===== config.mk =====
export PLATFORM = sky130hd
export DESIGN_NAME = serial_subtractor
export DESIGN_NICKNAME = d
export VERILOG_FILES = /design/src/rtl/serial_subtractor.sv
export SDC_FILE = /design/constraint.sdc
export NUM_CORES = 1
export LEC_CHECK = 0
export BUFFER_PORTS_ARGS = -buffer_cell sky130_fd_sc_hd__buf_4
export CAP_MARGIN = 20
export CELL_PAD_IN_SITES_DETAIL_PLACEMENT = 1
export CELL_PAD_IN_SITES_GLOBAL_PLACEMENT = 1
export CORE_MARGIN = 1.5
export CORE_UTILIZATION = 51
export CTS_BUF_LIST = sky130_fd_sc_hd__clkbuf_2 sky130_fd_sc_hd__clkbuf_4 sky130_fd_sc_hd__clkbuf_8
export CTS_CLUSTER_SIZE = 8
export DETAILED_ROUTE_END_ITERATION = 8
export GPL_TIMING_DRIVEN = 0
export PLACE_DENSITY = 0.89
export SLEW_MARGIN = 5
export SYNTH_ARGS = -nofsm -noshare
export SYNTH_HDL_FRONTEND = slang
export SYNTH_SLANG_ARGS = --single-unit

===== constraint.sdc =====
create_clock -name clk -period 2.88 [get_ports clk]
set_input_delay 0 -clock clk [delete_from_list [all_inputs] [get_ports clk]]
set_output_delay 0 -clock clk [all_outputs]
set_load 0.03 [all_outputs]

===== src/rtl/serial_subtractor.sv =====
`default_nettype none
// ============================================================================
// Module      : serial_subtractor
// Description : Bit-serial WIDTH-bit subtractor, diff = a - b, one bit per
//               clock, LSB first, through a single registered borrow stage.
//               Optional signed-overflow flag enabled by defining the macro
//               SERIAL_SUBTRACTOR_OVF_EN; without it ovf is tied to 0.
// Revision    : 1.0 - initial release
// ============================================================================
module serial_subtractor #(
  parameter int WIDTH = 8
) (
  input  logic             clk,
  input  logic             rst_n,
  input  logic             start,
  input  logic [WIDTH-1:0] a,
  input  logic [WIDTH-1:0] b,
  output logic             busy,
  output logic             done,
  output logic [WIDTH-1:0] diff,
  output logic             bout,
  output logic             ovf
);

  localparam int                 c_cnt_w = (WIDTH > 1) ? $clog2(WIDTH) : 1;
  localparam logic [c_cnt_w-1:0] c_last  = c_cnt_w'(WIDTH - 1);
  localparam logic [c_cnt_w-1:0] c_one   = c_cnt_w'(1);

  typedef enum logic [1:0] {
    IDLE = 2'd0,
    RUN  = 2'd1,
    DONE = 2'd2
  } state_t;

  state_t             r_state;
  state_t             w_next;

  logic [WIDTH-1:0]   r_a;
  logic [WIDTH-1:0]   r_b;
  logic [WIDTH-1:0]   r_res;
  logic               r_br;
  logic [c_cnt_w-1:0] r_cnt;
  logic [WIDTH-1:0]   r_diff;
  logic               r_bout;

  logic               w_accept;
  logic               w_run;
  logic               w_last;
  logic               w_x;
  logic               w_y;
  logic               w_d;
  logic               w_br_nxt;
  logic [WIDTH-1:0]   w_res_nxt;

  // Start is honoured in IDLE and DONE only; RUN ignores it entirely.
  assign w_accept = start && (r_state != RUN);
  assign w_run    = (r_state == RUN);
  assign w_last   = w_run && (r_cnt == c_last);

  // Full-subtractor slice on the current operand LSBs.
  assign w_x       = r_a[0];
  assign w_y       = r_b[0];
  assign w_d       = w_x ^ w_y ^ r_br;
  assign w_br_nxt  = (~w_x & w_y) | (~(w_x ^ w_y) & r_br);
  assign w_res_nxt = {w_d, r_res[WIDTH-1:1]};

  // State register.
  always_ff @(posedge clk or negedge rst_n) begin
    if (!rst_n) begin
      r_state <= IDLE;
    end else begin
      r_state <= w_next;
    end
  end

  // Next-state logic: RUN lasts exactly WIDTH cycles, DONE exactly one.
  always_comb begin
    w_next = r_state;
    case (r_state)
      IDLE:    w_next = start ? RUN : IDLE;
      RUN:     w_next = w_last ? DONE : RUN;
      DONE:    w_next = start ? RUN : IDLE;
      default: w_next = IDLE;
    endcase
  end

  // Operand capture, LSB-first shifting and result publication on the last bit.
  always_ff @(posedge clk or negedge rst_n) begin
    if (!rst_n) begin
      r_a    <= '0;
      r_b    <= '0;
      r_res  <= '0;
      r_br   <= 1'b0;
      r_cnt  <= '0;
      r_diff <= '0;
      r_bout <= 1'b0;
    end else if (w_accept) begin
      r_a   <= a;
      r_b   <= b;
      r_res <= '0;
      r_br  <= 1'b0;
      r_cnt <= '0;
    end else if (w_run) begin
      r_a   <= {1'b0, r_a[WIDTH-1:1]};
      r_b   <= {1'b0, r_b[WIDTH-1:1]};
      r_res <= w_res_nxt;
      r_br  <= w_br_nxt;
      r_cnt <= r_cnt + c_one;
      if (w_last) begin
        r_diff <= w_res_nxt;
        r_bout <= w_br_nxt;
      end
    end
  end

`ifdef SERIAL_SUBTRACTOR_OVF_EN
  logic r_amsb;
  logic r_bmsb;
  logic r_ovf;

  // Signed overflow: operand signs differ and the result sign differs from a.
  // The final difference bit is the result MSB, so w_d is used directly.
  always_ff @(posedge clk or negedge rst_n) begin
    if (!rst_n) begin
      r_amsb <= 1'b0;
      r_bmsb <= 1'b0;
      r_ovf  <= 1'b0;
    end else if (w_accept) begin
      r_amsb <= a[WIDTH-1];
      r_bmsb <= b[WIDTH-1];
    end else if (w_last) begin
      r_ovf <= (r_amsb ^ r_bmsb) & (w_d ^ r_amsb);
    end
  end

  assign ovf = r_ovf;
`else
  assign ovf = 1'b0;
`endif

  assign busy = w_run;
  assign done = (r_state == DONE);
  assign diff = r_diff;
  assign bout = r_bout;

endmodule
`default_nettype wire

==> results by group <==
Setup path
  – Req. time, crit path: 2880 ps
  – Top delay family on crit path: buffers and inverters
  – Cells on worst reg2reg path: 5
  – Most frequent CP cell: buf_4
  – Buf/Inv on CP: 4
  – Slowest cell on the critical path: dfrtp_1
  – WS Path Type: reg2out
  – Crit end category: primary output
  – Startpoint Class: flop
  – CP peak stage delay: 430 ps
  – Worst reg2reg startpoint: r_cnt[0]$_DFFE_PN0P_
  – Cell Chain, Critical Path: nand2b_1 > buf_2 > buf_4 > inv_1 > buf_4
  – Arrival time worst endpoint: 1660 ps
  – Crit path max fanout: 10
  – FF-to-FF End: diff[3]$_DFFE_PN0P_
  – R2R Setup Slk: 1240 ps

Pwr
  – IR drop worst, VDD: 0.400 mV
  – Pleak: 0.00112 uW
  – PwrDens: 979 nW/um2

Global routing
  – All-Layer GR Usage: 23.0%
  – Vias in the first global route: 1,328
  – Initial antenna violation count: 0
  – Largest net degree at the start of global routing: 39
  – First-pass GRT wire length: 6580 um
  – GRT overflow: 0

Placement
  – Placed Cells: 197
  – Dpl hpwl: 2420 um
  – GPL Wtd Cong: 0.684
  – Quantity of I/O buffers inserted on ports: 28

Die
  – Std cell rows: 21
  – Die height: between 60 and 70 um
  – Die Area: 3890 um2
  – Initial Utilization: 53.5%
  – Die X: 62.4 um
  – Core ar.: between 3000 and 4000 um2
  – # IOs: 31

Route
  – Pre-antenna DRT Iters: 3
  – Vias: 1,120
  – Vias per cell: slightly above 5
  – Initial DRC count: 29
  – DR WL/cell: about 18 um
  – Residual DRC: 0
  – Antenna-violating nets left: 0
  – WL final: ~3900 um

Timing
  – Setup TNS Final: 0 ps
  – Final hold violation count: 0
  – RSZ-0062 raised after global routing: no
  – Fin crit period: ~1700 ps
  – Final setup viols: 0
  – Fin crit share: 57.7%
  – Worst Skew: 17.7 ps
  – Fmax: 601 MHz
  – Max-slew violations: 0

Cells and area
  – Antenna diode count: 0
  – Area grow syn2layout: 25.7%
  – Final Instance Count excl. Fillers: 218
  – Layout fillers: roughly 350
  – Fraction of layout cells with a size suffix above 1: 51.7%
  – Layout Nets: 193

Logic synthesis
  – Synth top area cells: dfrtp_1 53%, mux2_2 21%, mux2_4 10%
  – Ys flop type: dfrtp_1
  – Most frequent cell after synthesis: dfrtp_1
  – Yosys cell types: 18
  – Yosys warns: 0
  – Syn Area/Cell: 14.6 um2
  – Syn nets: 145
  – Synth top area share: 52.9%
  – Top cells by count, synth: 38 x dfrtp_1, 33 x mux2_2, 12 x mux2_4
  – Synth Register Bits: 38
  – Cell taking the most area after synthesis: dfrtp_1
  – EDFF count, synth: 0
  – Mapped cell area: approximately 1800 um2
  – Async S/R FF share, synth: 100%
  – Post-synthesis sequential area ratio: 52.9%
  – Synth Instances: 123

Status
  – Status: finished clean

CTS
  – Worst-case clock buffer depth: 2
  – Clock Sinks: 38
  – Htree depth: 2
  – Clk Tree Root Cell: clkbuf_4
  – Reg clk slew, reported paths: 120 ps
  – CTS tree: built
  – # resized after CTS: 0
  – CTS Buf Count: 5
  – Worst-skew pair later-pin latency: 360 ps

Hold path
  – Hold Path Depth: 3
  – Worst hold start: a[4]
  – Hold Path End: r_a[4]$_DFFE_PN0P_
  – Hold Path Class: in2reg

Run
  – Number of max-cap violations: 0
==> worst register-to-register path, delay by kind of cell, from the launching register on <==
family,cells,cell delay [ps]
flops,1,420
simple gates,1,90
fa+ha+maj,2,430
buf+inv,1,250
mux,1,370
==> worst max-delay path by stage <==
stage	start	endpoint	slack, ps	cells past startpoint
5_1_grt	r_state[0]$_DFF_PN0_	busy	1110	5
4_1_cts	r_state[0]$_DFF_PN0_	busy	1200	5
6_report	r_state[0]$_DFF_PN0_	busy	1220	5
2_1_floorplan	r_cnt[0]$_DFFE_PN0P_	diff[0]$_DFFE_PN0P_	1400	5
3_3_place_gp	r_cnt[0]$_DFFE_PN0P_	diff[7]$_DFFE_PN0P_	1300	5
3_5_place_dp	r_cnt[0]$_DFFE_PN0P_	diff[4]$_DFFE_PN0P_	1230	5
==> layer usage <==
metal  wire, um  GRT usage (%)
met5          0              0
met4         60           10.0
met3        149           6.13
met2       2220           43.5
met1       1450           23.9
==> repair_timing <==
action                                  CTS  global route
hold buffers                             13             0
buffers inserted                          0             0
hold endpoints to repair                 50             0
endpoints found under the setup margin    0             0
==> cell usage in the layout, fill, tap and decap left out, types with 2 or more instances in the layout <==
master / n
mux2_4: 12
buf_4: 30
mux2i_1: 5
dfrtp_1: 38
nand2b_1: 3
nor2b_1: 7
buf_6: 2
inv_1: 6
and2b_1: 3
nor2_1: 2
ha_1: 2
dlygate4sd3_1: 13
mux2_2: 33
clkbuf_4: 5
buf_2: 3
==> flip-flops by register name, summed over array words and instances (netlist names) <==
register  count
r_b           8
r_cnt         3
r_a           8
r_state       2
r_res         7
r_br          1
bout          1
diff          8
==> where the power goes <==
group / internal [uW] / total [uW] / switching [uW]
registers: 770 / 911 / 141
logic: 551 / 998 / 447
clock network: 117 / 304 / 187
total: 1440 / 2210 / 774
==> cells by family (layout without fill, tap and decap cells) <==
family / after synthesis / count (layout) / share of synthesized area [%]
AO/OA/AOI/OAI: 1 / 1 / 0.348
adder cells (fa/ha/maj): 3 / 3 / 2.51
buffers and inverters: 14 / 63 / 5.01
flip-flops: 38 / 38 / 52.9
multiplexers: 50 / 50 / 33.5
other: 1 / 1 / 0.209
AND/OR/NAND/NOR: 16 / 16 / 5.57
==> stage by stage <==
stage	worst slack (ps)	hold WS, ps	power [uW]	utilization, %	cell area, um2
floorplan	1400	-296	1620	-	1800
finish	1220	26.0	2210	67.2	2260
global placement	1300	-8.57	1840	61.4	2070
detailed placement	1230	-2.49	1910	61.4	2070
global route	1110	6.40	2360	67.2	2260
CTS	1200	1.66	2230	67.2	2260
==> final cells by class <==
class                           count  area, um2  share of cell area [%]
Multi-Input combinational cell     71        757                    33.5
Inverter                            6       22.5                   0.997
Clock inverter                      2       12.5                   0.554
Clock buffer                        6       51.3                    2.27
Sequential cell                    38        951                    42.1
Tap cell                           46       57.6                    2.55
Timing Repair Buffer               41        340                    15.1
Buffer                              8       67.6                    2.99
Power figures use the tool's default switching activity.
